File: src/rtl/reset_request_generator_pkg.sv
// rtl/reset_request_generator_pkg.sv - shared defaults and helpers for the reset request generator
package reset_request_generator_pkg;

   localparam int RST_DEBOUNCE_CYCLES = 1_000_000;
   localparam int RST_HOLD_CYCLES     = 1024;

   // Counters need at least one bit even when the terminal count is 1.
   function automatic int cnt_width(input int n);
      return (n > 1) ? $clog2(n) : 1;
   endfunction

endpackage

File: src/rtl/reset_request_generator_button_debouncer.sv
// rtl/reset_request_generator_button_debouncer.sv - synchronizes and debounces the NES button, flags presses
module button_debouncer
   import reset_request_generator_pkg::*;
#(
   parameter int DEBOUNCE_CYCLES = RST_DEBOUNCE_CYCLES
) (
   input  logic clk_i,
   input  logic arstn_i,
   input  logic btn_raw,
   output logic btn_db,
   output logic btn_evt
);

   localparam int            CW       = cnt_width(DEBOUNCE_CYCLES);
   localparam logic [CW-1:0] CNT_LAST = CW'(DEBOUNCE_CYCLES - 1);

   logic          sync_q1;
   logic          sync_q2;
   logic          btn_db_q;
   logic [CW-1:0] stable_cnt_q;

   always_ff @(posedge clk_i or negedge arstn_i) begin
      if (!arstn_i) begin
         sync_q1      <= 1'b0;
         sync_q2      <= 1'b0;
         stable_cnt_q <= '0;
         btn_db       <= 1'b0;
         btn_db_q     <= 1'b0;
         btn_evt      <= 1'b0;
      end else begin
         sync_q1  <= btn_raw;
         sync_q2  <= sync_q1;
         // Any sample that agrees with the accepted level restarts the stability window.
         if (sync_q2 == btn_db) begin
            stable_cnt_q <= '0;
         end else if (stable_cnt_q == CNT_LAST) begin
            btn_db       <= sync_q2;
            stable_cnt_q <= '0;
         end else begin
            stable_cnt_q <= stable_cnt_q + 1'b1;
         end
         btn_db_q <= btn_db;
         btn_evt  <= btn_db & ~btn_db_q;
      end
   end

endmodule

File: src/rtl/reset_request_generator.sv
// rtl/reset_request_generator.sv - stretched system and NES reset requests from board reset, button and soft request
module reset_request_generator
   import reset_request_generator_pkg::*;
#(
   parameter int DEBOUNCE_CYCLES = RST_DEBOUNCE_CYCLES,
   parameter int HOLD_CYCLES     = RST_HOLD_CYCLES
) (
   input  logic       clk_i,
   input  logic       arstn_i,
   input  logic       nes_btn_i,
   input  logic       soft_nes_rst_i,
   output logic       main_arstn_o,
   output logic       nes_arstn_o,
   output logic [7:0] nes_rst_cnt_o
);

   localparam int            HW        = cnt_width(HOLD_CYCLES);
   localparam logic [HW-1:0] HOLD_LAST = HW'(HOLD_CYCLES - 1);

   typedef enum logic [1:0] {
      ST_POR          = 2'd0,
      ST_IDLE         = 2'd1,
      ST_HOLD         = 2'd2,
      ST_WAIT_RELEASE = 2'd3
   } nes_state_t;

   nes_state_t    state_q, state_d;
   logic [HW-1:0] main_cnt_q;
   logic [HW-1:0] hold_cnt_q, hold_cnt_d;
   logic          main_arstn_q;
   logic          nes_arstn_q;
   logic [7:0]    rst_cnt_q;
   logic          cnt_inc;
   logic          main_rise;
   logic          btn_db;
   logic          btn_evt;

   button_debouncer #(
      .DEBOUNCE_CYCLES (DEBOUNCE_CYCLES)
   ) u_button_debouncer (
      .clk_i   (clk_i),
      .arstn_i (arstn_i),
      .btn_raw (nes_btn_i),
      .btn_db  (btn_db),
      .btn_evt (btn_evt)
   );

   assign main_rise = !main_arstn_q && (main_cnt_q == HOLD_LAST);

   always_ff @(posedge clk_i or negedge arstn_i) begin
      if (!arstn_i) begin
         main_cnt_q   <= '0;
         main_arstn_q <= 1'b0;
      end else if (!main_arstn_q) begin
         if (main_rise) begin
            main_arstn_q <= 1'b1;
         end else begin
            main_cnt_q <= main_cnt_q + 1'b1;
         end
      end
   end

   always_comb begin
      state_d    = state_q;
      hold_cnt_d = hold_cnt_q;
      cnt_inc    = 1'b0;
      case (state_q)
         ST_POR: begin
            if (main_rise) begin
               state_d = ST_IDLE;
            end
         end
         ST_IDLE: begin
            if (btn_evt || soft_nes_rst_i) begin
               state_d    = ST_HOLD;
               hold_cnt_d = '0;
               cnt_inc    = 1'b1;
            end
         end
         ST_HOLD: begin
            // A repeated soft request lengthens the current reset rather than issuing a new one.
            if (soft_nes_rst_i) begin
               hold_cnt_d = '0;
            end else if (hold_cnt_q == HOLD_LAST) begin
               state_d = btn_db ? ST_WAIT_RELEASE : ST_IDLE;
            end else begin
               hold_cnt_d = hold_cnt_q + 1'b1;
            end
         end
         ST_WAIT_RELEASE: begin
            if (!btn_db) begin
               state_d = ST_IDLE;
            end
         end
         default: state_d = ST_POR;
      endcase
   end

   always_ff @(posedge clk_i or negedge arstn_i) begin
      if (!arstn_i) begin
         state_q     <= ST_POR;
         hold_cnt_q  <= '0;
         nes_arstn_q <= 1'b0;
         rst_cnt_q   <= '0;
      end else begin
         state_q     <= state_d;
         hold_cnt_q  <= hold_cnt_d;
         nes_arstn_q <= (state_d == ST_IDLE);
         if (cnt_inc && (rst_cnt_q != 8'hFF)) begin
            rst_cnt_q <= rst_cnt_q + 8'd1;
         end
      end
   end

   assign main_arstn_o  = main_arstn_q;
   assign nes_arstn_o   = nes_arstn_q;
   assign nes_rst_cnt_o = rst_cnt_q;

endmodule

File: config.mk
export PLATFORM = sky130hd
export DESIGN_NAME = reset_request_generator
export DESIGN_NICKNAME = d
export VERILOG_FILES = /design/src/rtl/reset_request_generator_pkg.sv /design/src/rtl/reset_request_generator_button_debouncer.sv /design/src/rtl/reset_request_generator.sv
export SDC_FILE = /design/constraint.sdc
export NUM_CORES = 1
export LEC_CHECK = 0
export CAP_MARGIN = 20
export CORE_MARGIN = 3
export CORE_UTILIZATION = 55
export DETAILED_ROUTE_END_ITERATION = 8
export PLACE_DENSITY_LB_ADDON = 0.25
export SLEW_MARGIN = 25
export SYNTH_ARGS = -nofsm -noshare
export SYNTH_HDL_FRONTEND = slang
export SYNTH_SLANG_ARGS = --single-unit
export TNS_END_PERCENT = 20
File: constraint.sdc
create_clock -name clk_i -period 4.8 [get_ports clk_i]
set_input_delay 0.96 -clock clk_i [delete_from_list [all_inputs] [get_ports clk_i]]
set_output_delay 0.96 -clock clk_i [all_outputs]
set_load 0.005 [all_outputs]
==> impl_metrics.json <==
{
  "start_util_pct": 57.39,
  "highest_net_fanout_along_the_worst_path": 6,
  "path_class": "input port to register",
  "via_total_after_detailed_routing": 2033,
  "cts_tree": "built",
  "setup.worst_path.end_class": "register",
  "antenna_found_initial": 0,
  "setup_tns_ns": 0,
  "design.die.area_um2": 5878,
  "worst_case_reg_to_reg_path_depth": 5,
  "route.detailed.drc": 0,
  "relSlewSlack_pct": 53.27,
  "final_hold_violation_count": 0,
  "crit_path_max_incr_delay_ns": 0.51,
  "crit_cells": 4,
  "layout_worst_path_cycle_share_pct": 48.85,
  "cp.required_ns": 5.02,
  "worst_slew_pin_slew_ns": 0.7009,
  "layout_common_cells": "sky130_fd_sc_hd__dfrtp_1, sky130_fd_sc_hd__nor2_1, sky130_fd_sc_hd__nand2_1",
  "synth-async-reset-ratio_pct": 100.0,
  "setup_viol_count_final": 0,
  "path_clk_slew_ns": 0.07,
  "detail_route.vias_per_cell": 5.616,
  "maxClockFrequency_mhz": 426.5,
  "finish.net_count": 298,
  "via_count_of_the_first_global_routing_pass": 1884,
  "synth.avg_cell_area_um2": 10.29,
  "post_synth_and_or_nand_nor_area_fraction_pct": 23.10,
  "detailroute.wirelength.met3_um": 200,
  "final_common_cell": "sky130_fd_sc_hd__dfrtp_1",
  "cts_buffers": 9,
  "met2RoutedLength_um": 2169,
  "die_h_um": 76.67,
  "core_area_um2": 4786,
  "post_cts_setup_repair_bufs": 0,
  "compound_gate_fraction_of_synth_area_pct": 9.613,
  "place.port_buffers": 13,
  "starting_drc_count_in_detailed_routing": 123,
  "min_path_type": "register to register",
  "result_of_the_run": "finished clean",
  "cellPowerDensity_nw_per_um2": 366.9,
  "relative_area_change_from_synthesis_to_final_layout_pct": 14.49,
  "leakage_nw": 1.289,
  "floorplan.rows": 25,
  "gpl.final_weighted_congestion": 0.8810,
  "worstPathArrival_ns": 2.57,
  "maximum_number_of_pins_on_one_net_before_global_route_repair": 58,
  "finClkSkew_ns": 0.007597,
  "yosys.area_share.adder_pct": 1.822,
  "finalPower_w": 0.001154,
  "synth.distinct_cells": 45,
  "clock_tree.root_cell": "sky130_fd_sc_hd__clkbuf_8",
  "antenna_cells_inserted": 0,
  "vdd.ir_drop.worst_mv": 0.2186,
  "groute.usage.overall_pct": 18.90,
  "cts_sinks": 57,
  "post-route-min-period_ns": 2.345,
  "dr_wl_cell_um": 13.62,
  "final_layout_size_suffix_gt1_share_pct": 8.475,
  "io-pin-count": 14,
  "max_cap_check_violation_count": 0,
  "drtAntennaViolNets": 0,
  "synth-seq-cells": 57,
  "synth_sequential_area_ratio_pct": 51.94,
  "cts_hold_repair.buffers": 0,
  "h_tree_levels": 3,
  "synth.mux.area_fraction_pct": 2.369,
  "cts-resized-gates": 0,
  "drt-total-wl_um": 4929,
  "met1Wirelength_um": 2494,
  "timing.final.max_slew_violations": 0,
  "synth_area_um2": 2746,
  "max-clock-path-buffers": 2,
  "critical_path.cell_chain": "clkdlybuf4s50_1 > o21ai_0 > nand2_1 > o41ai_1",
  "die_width_um": 76.67,
  "drt_pass1_iterations": 4,
  "cp_num_buf_inv": 1,
  "critical_path_startpoint_category": "input port",
  "top_layer_used": "met4",
  "setup_repair_after_global_routing_missed_its_margin": "no",
  "synth-edff-count": 0,
  "synthFlopType": "sky130_fd_sc_hd__dfrtp_1",
  "hpwlAfterDp_um": 3258,
  "grt_first_pass_wirelength_um": 8714,
  "synth_fp_nets": 275,
  "hold_path_cell_cnt": 0,
  "yosysWarningCount": 0,
  "timing.critical_path.max_delay_family": "compound AO/OA/AOI/OAI gates",
  "crit_slowest_cell": "sky130_fd_sc_hd__clkdlybuf4s50_1",
  "synth-xor-area-share_pct": 9.248,
  "dominant_combinational_cell_family_by_area_after_synthesis": "simple AND/OR/NAND/NOR gates",
  "source_to_sink_clock_delay_at_the_later_pin_of_the_worst_skew_pair_ns": 0.33,
  "globalRoute.totalOverflow": 0,
  "post_synth_inst_count": 267
}
-- layer usage --
metal	vias up	track usage, %
met2	42	27.79
met3	5	6.455
li1	1010	-
met4	0	8.696
met1	976	25.19
met5	-	0
-- sequential cells by signal, summed over array words and instances (netlist names), 2 cells and up --
name	cells
hold_cnt_q	10
main_cnt_q	10
nes_rst_cnt_o	8
state_q	2
u_button_debouncer.stable_cnt_q	20
-- cells in the mapped netlist, drive strengths merged, types with 4 or more instances --
cell / count / share of area [%]
a21oi: 8 / 1.5
and3: 4 / 0.91
and4b: 4 / 1.5
dfrtp: 57 / 52
ha: 4 / 1.8
inv: 10 / 1.4
mux2: 4 / 1.6
nand2: 21 / 2.9
nand3: 10 / 1.8
nand4: 11 / 2.5
nor2: 35 / 4.9
nor3: 10 / 1.8
nor4: 6 / 1.4
o211ai: 4 / 1.1
o21ai: 8 / 1.9
or4: 4 / 1.2
xnor2: 20 / 6.4
xor2: 9 / 2.9
-- through the flow --
stage          hold slack [ns]  util (%)  area [µm²]  instances  setup slack, ns
2_1_floorplan           0.3312         -        2746        267            2.764
3_3_place_gp            0.3334     61.59        2948        346            2.181
3_5_place_dp            0.3355     61.59        2948        346            2.138
4_1_cts                 0.3520     65.70        3144        362            2.468
5_1_grt                 0.3544     65.70        3144        362            2.264
6_report                0.3504     65.70        3144        362            2.455
-- power by group --
| part | total [W] | internal (W) | switching, W |
|---|---|---|---|
| clock network | 0.000441 | 0.000252 | 0.000189 |
| logic | 0.000153 | 0.0000785 | 0.0000750 |
| registers | 0.000560 | 0.000516 | 0.0000440 |
-- final timing paths --
| check | start | to | slack (ns) |
|---|---|---|---|
| max | soft_nes_rst_i | hold_cnt_q[9] | 2.46 |
| min | u_button_debouncer.sync_q1 | u_button_debouncer.sync_q2 | 0.35 |
| max reg2reg | u_button_debouncer.stable_cnt_q[0] | u_button_debouncer.stable_cnt_q[12] | 2.61 |
| min reg2reg | u_button_debouncer.sync_q1 | u_button_debouncer.sync_q2 | 0.35 |
| max in group asynchronous | arstn_i | nes_rst_cnt_o[5] | 3.58 |
| min in group asynchronous | arstn_i | hold_cnt_q[5] | 0.76 |
-- worst reg2reg max path, delay by kind of cell (launching register included) --
| kind | cells | cell delay (ns) |
|---|---|---|
| adders and majority gates | 1 | 0.20 |
| DFF | 1 | 0.39 |
| and+or+nand+nor | 3 | 1.05 |
| AOI/OAI and AO/OA | 1 | 0.44 |
-- cell families after synthesis --
logic type | count (synthesis)
fa+ha+maj | 4
xor+xnor | 29
compound gates | 38
mux | 6
buf+inv | 12
simple gates | 121
flops | 57
-- layout make-up --
cell class	instances	area (µm²)
Fill cell	397	1642
Sequential cell	57	1426
Multi-Input combinational cell	198	1267
Clock buffer	11	141.4
Timing Repair Buffer	14	132.6
Tap cell	67	83.83
Clock inverter	5	55.05
Inverter	10	37.54
Power figures use the tool's default switching activity.
